[src/rtl/pbit_sample.sv]
// p-bit stochastic sampling stage: tanh value plus LFSR noise, sign taken as the p-bit state.
// Optional statistics counters (ones_cnt, samp_cnt, stats_clr) are built when PBIT_STATS_EN is defined.

package pbit_sample_pkg;
    localparam int unsigned DATA_W = 32;
    localparam int unsigned RND_W  = 31;
    localparam int unsigned SUM_W  = 33;
    localparam int unsigned CNT_W  = 16;

    typedef struct packed {
        logic [DATA_W-1:0] tanh;
        logic [RND_W-1:0]  rnd;
    } stage1_t;
endpackage

module pbit_sample
    import pbit_sample_pkg::*;
#(
    parameter logic [31:0] SEED = 32'hACE1_2468,
    parameter logic [31:0] TAPS = 32'h8020_0003
) (
    input  logic              clk,
    input  logic              rst_n,
    input  logic [DATA_W-1:0] tanh_in,
    input  logic              update,
    input  logic              seed_load,
    input  logic [DATA_W-1:0] seed,
`ifdef PBIT_STATS_EN
    input  logic              stats_clr,
    output logic [CNT_W-1:0]  ones_cnt,
    output logic [CNT_W-1:0]  samp_cnt,
`endif
    output logic              m,
    output logic              m_valid
);

    // A zero seed would lock the LFSR, so it is replaced by 1 everywhere.
    localparam logic [DATA_W-1:0] SEED_INIT = (SEED == '0) ? DATA_W'(1) : SEED;

    logic [DATA_W-1:0] lfsr;
    logic [DATA_W-1:0] lfsr_step_c;
    logic [DATA_W-1:0] seed_fix_c;
    stage1_t           s1_q;
    logic              v1;
    logic [SUM_W-1:0]  sum_c;

    // Next LFSR state and sanitised seed.
    always_comb begin
        lfsr_step_c = lfsr >> 1;
        if (lfsr[0]) begin
            lfsr_step_c = (lfsr >> 1) ^ TAPS;
        end
        seed_fix_c = (seed == '0) ? DATA_W'(1) : seed;
    end

    // Free-running noise source; a seed load replaces the step.
    always_ff @(posedge clk) begin
        if (!rst_n) begin
            lfsr <= SEED_INIT;
        end else if (seed_load) begin
            lfsr <= seed_fix_c;
        end else begin
            lfsr <= lfsr_step_c;
        end
    end

    // Stage 1: capture tanh and the pre-edge LFSR value.
    always_ff @(posedge clk) begin
        if (!rst_n) begin
            s1_q <= '0;
            v1   <= 1'b0;
        end else begin
            v1 <= update;
            if (update) begin
                s1_q.tanh <= tanh_in;
                s1_q.rnd  <= lfsr[RND_W-1:0];
            end
        end
    end

    // Both operands fit in 31/32 signed bits, so a 33-bit sum never overflows.
    always_comb begin
        sum_c = {s1_q.tanh[DATA_W-1], s1_q.tanh}
              + {{(SUM_W-RND_W){s1_q.rnd[RND_W-1]}}, s1_q.rnd};
    end

    // Stage 2: sign decision; m holds between updates.
    always_ff @(posedge clk) begin
        if (!rst_n) begin
            m       <= 1'b0;
            m_valid <= 1'b0;
        end else begin
            m_valid <= v1;
            if (v1) begin
                m <= ~sum_c[SUM_W-1];
            end
        end
    end

`ifdef PBIT_STATS_EN
    // Sample statistics; both counters freeze once samp_cnt saturates.
    always_ff @(posedge clk) begin
        if (!rst_n) begin
            ones_cnt <= '0;
            samp_cnt <= '0;
        end else if (stats_clr) begin
            ones_cnt <= '0;
            samp_cnt <= '0;
        end else if (m_valid && (samp_cnt != {CNT_W{1'b1}})) begin
            samp_cnt <= samp_cnt + CNT_W'(1);
            ones_cnt <= ones_cnt + CNT_W'(m);
        end
    end
`endif

endmodule
[config.mk]
export PLATFORM = sky130hd
export DESIGN_NAME = pbit_sample
export DESIGN_NICKNAME = d
export VERILOG_FILES = /design/src/rtl/pbit_sample.sv
export SDC_FILE = /design/constraint.sdc
export NUM_CORES = 1
export LEC_CHECK = 0
export ABC_AREA = 1
export BUFFER_PORTS_ARGS = -buffer_cell sky130_fd_sc_hd__buf_4
export CELL_PAD_IN_SITES_DETAIL_PLACEMENT = 0
export CELL_PAD_IN_SITES_GLOBAL_PLACEMENT = 1
export CORE_MARGIN = 2
export CORE_UTILIZATION = 37
export CTS_CLUSTER_DIAMETER = 100
export DETAILED_ROUTE_END_ITERATION = 7
export PLACE_DENSITY = 0.85
export SYNTH_ARGS = -nofsm -noshare
export SYNTH_HDL_FRONTEND = slang
export SYNTH_SLANG_ARGS = --single-unit
[constraint.sdc]
create_clock -name clk -period 1.4 [get_ports clk]
set_clock_uncertainty 0.1 [all_clocks]
set_input_delay 0.21 -clock clk [delete_from_list [all_inputs] [get_ports clk]]
set_output_delay 0.21 -clock clk [all_outputs]
set_load 0.03 [all_outputs]
==> metrics.csv, run 1 <==
stage,metric,value,unit
run_status,status,"complete, but fails checks",
run_status,failing checks,setup timing,
finish,# diodes,0,
worst_setup_path,Worst Setup End Kind,register,
worst_setup_path,CP Max Fanout,2,
placement,placed wire-length estimate,7.08,mm
finish,nets@finish,755,
worst_hold_path,HP Start,tanh_in[1],
timing,final hold viol count,0,
timing,fin worst setup slack,-0.206,ns
worst_setup_path,Setup crit start kind,register,
finish,P&R area growth vs syn,43.6,%
placement,port bufs,69,
clocking,TritonCTS buffer count,9,
grt,largest net degree at the start of global routing,41,
route,DR DRC count,0,
synth,Gate Count Post-Synth,542,
timing,Final min period,1.61,ns
synth,"Primary FF master, synth",dfxtp_1,
worst_setup_path,"CP delay by family, top",simple AND/OR/NAND/NOR gates,
power,leakage,2.70,nW
grt,vias in the first global route,3658,
worst_setup_path,Critical Path AT,1.77,ns
worst_setup_path,worst reg2reg startpoint,s1_q[9],
timing,Worst slew margin,77.7,%
floorplanning,Die Y,110,microns
worst_hold_path,hold endpoint,s1_q[32],
worst_setup_path,CP cell instances,ha_4 -> nand2_4 -> nor4_4 -> nand2_1 -> nand2_2 -> nand2_2 -> nand3_2 -> nand2_1 -> nor2_1 -> nor2_1,
timing,unrepaired setup endpoints after global routing,yes,
worst_hold_path,HP Class,in2reg,
synth,post-synthesis average cell area,7.66,sq um
synth,ys async rst share,0,%
synth,library cells used by synthesis,24,
synth,"Seq/Total Area, Yosys",47.3,%
timing,Setup-failing EPs final,1,
worst_setup_path,Buf/Inv on CP,0,
worst_hold_path,worst hold path depth,3,
timing,maximum clock rate,623,MHz
placement,cell count after placement,734,
clocking,Longest Clk Path Bufs,2,
timing,Setup TNS,-0.206,ns
worst_setup_path,max incr delay on CP,0.35,ns
route,final WL,10.7,mm
synth,post-synth top area cell,dfxtp_1,
worst_setup_path,Reg2Reg Setup Slack,-0.21,ns
worst_setup_path,Worst R2R End,m,
route,Iteration-0 DRC Markers,165,
synth,Post-synth top cells,"nor2_1 (150), dfxtp_1 (98), o21ai_0 (92)",
clocking,TritonCTS clock tree,built,
timing,Hold WS,0.0108,ns
placement,Placed Area,4840,sq um
worst_setup_path,Reg2Reg Depth,10,
finish,Non-Filler Instances,801,
power,Power Density,1040,nW/um^2
synth,Synth top area share,47.3,%
synth,Syn Std Cell Area,4150,sq um
synth,synth warn,0,
route,vias per std cell,4.82,
worst_setup_path,"slowest stage cell, crit path",dfxtp_2,
clocking,"Clk Latency, worst-skew pair",0.37,ns
floorplanning,Ports,70,
route,first drt pass iteration count,6,
clocking,Root Buffer,clkbuf_8,
synth,Synth Register Bits,98,
floorplanning,# rows,38,
grt,first-pass GRT wire length,17.0,mm
floorplanning,Initial Util,38.1,%
grt,GRT Util Overall,18.1,%
clocking,clk sink count,98,
synth,Post-synth EDFFs,0,
timing,Slew Limit Fails,0,
placement,RePlAce Congestion,0.818,
synth,synth top area cells,"dfxtp_1 (47%), nor2_1 (14%), o21ai_0 (11%), ha_1 (9.3%), nand2_1 (4.3%)",
floorplanning,Die X,110,microns
timing,Tcrit/Tclk final,115,%
route,Avg WL per Cell,13.3,microns
worst_setup_path,WP data required,1.56,ns
route,via count,3864,
floorplanning,DIE AREA,12100,sq um
finish,Layout fillers,1012,
timing,Worst Tran Pin Value,0.335,ns
finish,layout cells sized above 1,25.9,%
finish,final instance area,5960,sq um
grt,GRT overflow,0,
power,Worst VDD drop,0.449,mV
run,Max-Cap Viols,0,
route,DRT antenna net count,0,
synth,top-count cell post-synth,nor2_1,
worst_setup_path,crit path kind,reg2reg,
synth,Synthesized Nets,641,
floorplanning,Core Region,10900,sq um
grt,initial antenna violation count,0,
clocking,clk slew on worst S/H paths,0.09,ns
clocking,H-Tree Depth,3,
## power breakdown
group	internal (mW)	switching, mW
Clock	1.06	0.979
Sequential	3.00	0.152
Combinational	0.513	0.478
Total	4.57	1.61
## flip-flops by register name, indices dropped and copies added, names as in the netlist
name,flops
s1_q,63
lfsr,32
m,1
m_valid,1
v1,1
## worst register-to-register path, cell delays in order (launching register included)
cell     delay (ns)
dfxtp_2        0.35
ha_4           0.28
nand2_4        0.05
nor4_4         0.26
nand2_1        0.09
nand2_2        0.09
nand2_2        0.07
nand3_2        0.05
nand2_1        0.04
nor2_1         0.09
nor2_1         0.05
## logic make-up after synthesis
logic type,synth area share (%)
flip-flops,47.3
adder cells (fa/ha/maj),9.35
XOR/XNOR,0.422
buffers and inverters,5.28
AND/OR/NAND/NOR,21.7
AO/OA/AOI/OAI,16.0
## placed cells by master (no fill, tap or decap), types with 14 or more instances in the layout
| cell type | count |
|---|---|
| nand2_1 | 39 |
| inv_1 | 22 |
| dlygate4sd3_1 | 49 |
| ha_4 | 14 |
| o21ai_0 | 90 |
| dfxtp_2 | 26 |
| buf_4 | 75 |
| dfxtp_1 | 70 |
| ha_1 | 17 |
| nor2_1 | 146 |
| a21oi_1 | 26 |
## layout make-up
class                           count  area, sq um  share of cell area, %
Multi-Input combinational cell    387         2280                   38.2
Clock inverter                      6         90.1                   1.51
Sequential cell                    98         2000                   33.6
Inverter                           28          108                   1.81
Tap cell                          140          175                   2.94
Timing Repair Buffer              132         1170                   19.6
Clock buffer                       10          138                   2.31
## per-layer routing
metal | part of all wire [%] | track usage [%] | vias up
met5 | 0 | 0 | -
met4 | 1.4 | 6.06 | 0
met1 | 49 | 24.2 | 1763
met2 | 46 | 29.2 | 85
met3 | 3.8 | 3.68 | 9
li1 | - | - | 2007
## stage by stage
stage / total power [mW] / setup WS, ns / util, %
3_5_place_dp: 3.93 / -0.227 / 44.5
5_1_grt: 6.49 / -0.332 / 54.7
6_report: 6.18 / -0.206 / 54.7
4_1_cts: 6.12 / -0.217 / 52.6
3_3_place_gp: 3.90 / -0.220 / 44.5
2_1_floorplan: 3.59 / -0.0765 / -
## worst max-delay path by stage
| stage | cells after the start | slack (ns) | start | end |
|---|---|---|---|---|
| after detailed placement | 10 | -0.23 | s1_q[9] | m |
| final | 10 | -0.21 | s1_q[9] | m |
| after global routing | 9 | -0.33 | s1_q[25] | m |
| after global placement | 10 | -0.22 | s1_q[30] | m |
| after floorplan | 10 | -0.08 | s1_q[9] | m |
| after CTS | 10 | -0.22 | s1_q[15] | m |
## repair_timing
| item | in CTS | in global routing |
|---|---|---|
| endpoints found under the setup margin | 1 | 2 |
| buffers inserted | 0 | 1 |
| endpoints found under the hold margin | 55 | 0 |
| pin swaps | 11 | 39 |
| gates resized for setup | 21 | 69 |
| hold buffers | 55 | 0 |
No activity file was read; power rests on OpenSTA's default activity.
==> run 2, diff against run 1 <==
- CORE_UTILIZATION: 37 -> 41
- MAX_ROUTING_LAYER: not set -> met4
- PLACE_DENSITY: 0.85 -> 0.89
- clock period: 1.4 -> 1.8 ns (I/O delays scaled with it)
==> metrics.csv, run 2 (synthesized netlist as in run 1, its figures left out) <==
stage,metric,value,unit,change
power,leakage,2.38,nW,-12%
floorplanning,Initial Util,42.3,%,+4.1 points
timing,Setup TNS,0,ns,+0.206 ns
grt,GRT overflow,0,,unchanged
finish,Top Registers,"s1_q (63), lfsr (32)",,
worst_setup_path,CP cell instances,ha_1 -> a21oi_1 -> o21ai_0 -> a21oi_1 -> nand2_2 -> nand2_2 -> nand3_1 -> nand2_1 -> nor2_1 -> nor2_1,,
timing,Worst slew margin,71.4,%,-6.3 points
clocking,clk slew on worst S/H paths,0.10,ns,about the same
timing,Slew Limit Fails,0,,unchanged
clocking,TritonCTS buffer count,9,,unchanged
timing,Hold WS,0.0253,ns,+0.0146 ns
clocking,H-Tree Depth,3,,unchanged
route,Met3 Routed Length,410,microns,+2.2%
finish,max FFs per register,63,,unchanged
route,highest layer used for signal routing,met4,,
timing,Setup-failing EPs final,0,,-1
worst_setup_path,WP data required,1.99,ns,+0.43 ns
floorplanning,# rows,36,,-5.3%
run,Max-Cap Viols,0,,unchanged
route,DR DRC count,0,,unchanged
timing,final hold viol count,0,,unchanged
placement,RePlAce Congestion,0.924,,+13%
finish,nets@finish,700,,-7.3%
power,total power,4.48,mW,-28%
timing,Worst Tran Pin Value,0.425,ns,+0.0901 ns
worst_hold_path,hold endpoint,lfsr[27],,
route,Avg WL per Cell,12.9,microns,-2.9%
run_status,status,"complete, no violations",,
worst_setup_path,worst reg2reg startpoint,s1_q[11],,
floorplanning,DIE AREA,10900,sq um,-9.4%
finish,most frequent cells in the layout,"nor2_1 (148), dfxtp_1 (96), o21ai_0 (92)",,
route,via count,3619,,-6.3%
clocking,Root Buffer,clkbuf_8,,
clocking,"Clk Latency, worst-skew pair",0.36,ns,about the same
route,DRT antenna net count,0,,unchanged
route,first drt pass iteration count,5,,-1
grt,initial antenna violation count,0,,unchanged
power,Worst VDD drop,0.419,mV,-6.6%
clocking,Longest Clk Path Bufs,2,,unchanged
placement,port bufs,69,,unchanged
finish,layout cells sized above 1,18.3,%,-7.6 points
finish,P&R area growth vs syn,22.0,%,
worst_setup_path,Critical Path AT,1.86,ns,+0.09 ns
floorplanning,Core Region,9820,sq um,-9.8%
worst_setup_path,max incr delay on CP,0.33,ns,-0.02 ns
clocking,clk sink count,98,,unchanged
worst_setup_path,Worst R2R End,m,,
worst_setup_path,crit path kind,reg2reg,,
floorplanning,Die Y,105,microns,-4.8%
floorplanning,Die X,105,microns,-4.8%
timing,Final min period,1.67,ns,+0.0676 ns
worst_setup_path,Reg2Reg Depth,10,,unchanged
worst_setup_path,CP Max Fanout,2,,unchanged
finish,largest reg by FF count,s1_q,,
finish,# diodes,0,,unchanged
worst_hold_path,HP Start,seed[27],,
timing,Tcrit/Tclk final,93.0,%,-22 points
route,vias per std cell,4.90,,+1.5%
grt,first-pass GRT wire length,16.2,mm,-4.6%
worst_setup_path,"slowest stage cell, crit path",dfxtp_1,,
power,Power Density,885,nW/um^2,-15%
grt,GRT Util Overall,18.4,%,+0.28 points
route,final WL,9.55,mm,-10%
grt,vias in the first global route,3511,,-4.0%
clocking,TritonCTS clock tree,built,,
route,WL met1,4.71,mm,-9.0%
timing,maximum clock rate,598,MHz,-4.0%
route,Iteration-0 DRC Markers,221,,+34%
floorplanning,Ports,70,,unchanged
timing,unrepaired setup endpoints after global routing,no,,
finish,"most common cell after layout, fill and taps aside",nor2_1,,
placement,placed wire-length estimate,6.57,mm,-7.2%
worst_setup_path,Reg2Reg Setup Slack,0.13,ns,+0.33 ns
worst_hold_path,HP Class,in2reg,,
worst_setup_path,Setup crit start kind,register,,
route,met2 wire length,4.28,mm,-13%
grt,largest net degree at the start of global routing,42,,+2.4%
worst_setup_path,Worst Setup End Kind,register,,
worst_hold_path,worst hold path depth,3,,unchanged
==> run 2: cell count changes in the layout (fill, tap and decap cells not counted), moves of 5 or more <==
| cell | delta |
|---|---|
| a21oi_1 | +6 |
| a21oi_2 | -6 |
| dfxtp_1 | +26 |
| dfxtp_2 | -24 |
| dlygate4sd3_1 | -49 |
| dlymetal6s4s_1 | -6 |
| ha_1 | +12 |
| ha_4 | -12 |
| inv_1 | +5 |
| nand2_1 | +5 |
==> run 2: repair_timing <==
| action | 4_1_cts | 5_1_grt |
|---|---|---|
| hold buffers | 0 | 0 |
| setup endpoints to repair | 0 | 1 |
| resized for setup | 0 | 11 |
| buffers inserted | 0 | 1 |
==> run 2: cell type report <==
type                            count  area (sq um)
Fill cell                         967          4760
Multi-Input combinational cell    387          2020
Sequential cell                    98          1960
Timing Repair Buffer               77           603
Tap cell                          133           166
Clock buffer                        9           124
Inverter                           28           105
Clock inverter                      7          83.8
==> run 2: metal layers <==
metal	global-route usage, %	vias to the layer above
met4	5.62	0
li1	-	1893
met3	3.74	10
met1	25.0	1630
met5	-	-
met2	27.7	86
==> run 2: critical path, delay by kind of cell, from the launching register on <==
family / cells / cell delay (ns)
AOI/OAI and AO/OA: 3 / 0.47
and+or+nand+nor: 6 / 0.40
DFF: 1 / 0.33
adders and majority gates: 1 / 0.31
==> run 2: how the worst max path moves through the flow <==
stage	start	endpoint	slack, ns
CTS	s1_q[15]	m	0.14
global route	s1_q[11]	m	0.002
finish	s1_q[11]	m	0.13
global placement	s1_q[15]	m	0.18
floorplan	s1_q[15]	m	0.30
detailed placement	s1_q[15]	m	0.16
==> run 2: metrics by stage <==
step,std cells,util [%],cell area [sq um],setup slack [ns]
after floorplan,542,-,4150,0.298
after global placement,722,48.9,4800,0.177
after detailed placement,722,48.9,4800,0.161
after CTS,738,51.0,5010,0.136
after global routing,739,51.6,5060,0.00203
final,739,51.6,5060,0.127
==> run 2: power by group <==
part	switching, mW	leakage, nW	internal (mW)
Clock	0.801	0.102	0.667
Combinational	0.318	1.46	0.274
Sequential	0.0942	0.817	2.33
Total	1.21	2.38	3.27
==> run 3, diff against run 2 <==
- CORE_MARGIN: 2 -> not set
==> metrics.csv, run 3 (synthesized netlist as in run 1, its figures left out) <==
stage,metric,value,unit,change
route,via count,3596,,-0.64%
grt,largest net degree at the start of global routing,65,,+55%
worst_setup_path,Worst Setup End Kind,register,,
finish,Non-Filler Instances,737,,-0.27%
clocking,H-Tree Depth,3,,unchanged
grt,GRT overflow,0,,unchanged
power,Worst VDD drop,0.392,mV,-6.5%
worst_setup_path,WP data required,1.97,ns,-0.02 ns
route,DR DRC count,0,,unchanged
grt,GRT met1 Usage,27.0,%,+1.9 points
placement,RePlAce Congestion,0.806,,-13%
floorplanning,Initial Util,42.5,%,+0.19 points
timing,Slew Limit Fails,0,,unchanged
timing,Final min period,1.72,ns,+0.0421 ns
timing,Setup TNS,0,ns,unchanged
clocking,Root Buffer,clkbuf_8,,
finish,# diodes,0,,unchanged
power,leakage,2.35,nW,-1.1%
timing,Worst slew margin,75.8,%,+4.4 points
finish,layout cells sized above 1,16.2,%,-2.1 points
placement,cell count after placement,721,,-0.14%
finish,nets@finish,698,,-0.29%
floorplanning,Ports,70,,unchanged
finish,Util after Layout,51.0,%,-0.58 points
route,Iteration-0 DRC Markers,153,,-31%
worst_setup_path,CP Max Fanout,3,,+1
run,Max-Cap Viols,0,,unchanged
finish,Reg area,1960,sq um,-0.13%
grt,M2 GR Usage,30.1,%,+2.3 points
timing,Worst Tran Pin Value,0.360,ns,-0.0648 ns
run_status,status,"complete, no violations",,
power,Power Density,862,nW/um^2,-2.6%
finish,Top Registers,"s1_q (63), lfsr (32)",,
grt,GRT Util Overall,19.9,%,+1.5 points
route,first drt pass iteration count,4,,-1
finish,largest reg by FF count,s1_q,,
grt,first-pass GRT wire length,15.7,mm,-2.9%
clocking,clk sink count,98,,unchanged
floorplanning,Die X,103,microns,-1.9%
worst_setup_path,Critical Path AT,1.89,ns,+0.03 ns
finish,multi-input logic area,1980,sq um,-2.0%
timing,maximum clock rate,583,MHz,-2.5%
worst_setup_path,Setup crit start kind,register,,
finish,max FFs per register,63,,unchanged
finish,"most common cell after layout, fill and taps aside",nor2_1,,
placement,Placement Setup Slack,0.109,ns,-0.0518 ns
clocking,TritonCTS buffer count,9,,unchanged
worst_setup_path,Reg2Reg Depth,10,,unchanged
route,Avg WL per Cell,12.8,microns,-1.0%
route,vias per std cell,4.88,,-0.37%
timing,fin worst setup slack,0.0848,ns,-0.0421 ns
grt,vias in the first global route,3378,,-3.8%
worst_hold_path,HP Class,in2reg,,
clocking,Longest Clk Path Bufs,2,,unchanged
floorplanning,Core Region,9770,sq um,-0.46%
finish,Layout fillers,974,,+0.72%
timing,Setup-failing EPs final,0,,unchanged
grt,initial antenna violation count,0,,unchanged
placement,placed wire-length estimate,6.53,mm,-0.70%
clocking,TritonCTS clock tree,built,,
clocking,clk slew on worst S/H paths,0.10,ns,about the same
worst_setup_path,crit path kind,reg2reg,,
finish,P&R area growth vs syn,20.0,%,
floorplanning,DIE AREA,10500,sq um,-3.8%
timing,final hold viol count,0,,unchanged
finish,most frequent cells in the layout,"nor2_1 (150), dfxtp_1 (98), o21ai_0 (91)",,
worst_hold_path,worst hold path depth,3,,unchanged
timing,Tcrit/Tclk final,95.3,%,+2.3 points
grt,M3 GR Usage,2.98,%,-0.76 points
route,final WL,9.43,mm,-1.3%
grt,"Most Used Layer, Global Route",met2,,
route,DRT antenna net count,0,,unchanged
timing,unrepaired setup endpoints after global routing,no,,
floorplanning,Die Y,103,microns,-1.9%
clocking,"Clk Latency, worst-skew pair",0.37,ns,about the same
placement,port bufs,69,,unchanged
floorplanning,# rows,36,,unchanged
-- run 3: per-stage QoR --
step	hold slack (ns)	total power, mW	area, sq um
floorplan	0.292	2.79	4150
global placement	0.341	3.02	4800
detailed placement	0.344	3.04	4800
CTS	0.00311	4.32	4980
global route	0.00607	4.52	4980
finish	0.0138	4.30	4980
-- run 3: what timing repair did --
item / CTS / global route
hold buffers: 0 / 0
buffers inserted: 0 / 0
resized for setup: 0 / 3
setup endpoints to repair: 0 / 1
-- run 3: area by class of cell --
class	count	share of cell area, %
clock buffers	11	2.64
clock inverters	5	0.829
well taps	133	3.34
flip-flops and latches	98	39.4
repair buffers	75	12.1
multi-input cells	387	39.7
inverters	28	2.11
-- run 3: power breakdown --
| part | internal (mW) | leakage (nW) | switching (mW) | total, mW |
|---|---|---|---|---|
| Clock | 0.511 | 0.0797 | 0.787 | 1.30 |
| Combinational | 0.266 | 1.45 | 0.310 | 0.576 |
| Sequential | 2.33 | 0.816 | 0.0956 | 2.42 |
| Total | 3.10 | 2.35 | 1.19 | 4.30 |
-- run 3: worst max-delay path: stages (launching register included) --
cell	delay, ns
dfxtp_1	0.32
ha_1	0.32
nand2_2	0.09
nor4_2	0.30
nand2_1	0.08
nand2_1	0.09
nand2_2	0.06
nand3_1	0.06
nand2_1	0.05
nor2_1	0.10
nor2_1	0.05
-- run 3: path summary, 6_finish.rpt --
path            start  endpoint  slack (ns)
max          s1_q[15]         m        0.08
min          seed[29]  lfsr[29]        0.01
max reg2reg  s1_q[15]         m        0.08
min reg2reg        v1   m_valid        0.36
-- run 3: routing by layer --
layer  share of wire [%]  vias to the layer above
met5                   0                        -
met4                 1.5                        0
met3                 3.5                        9
met2                  44                       69
met1                  51                     1628
li1                    -                     1890
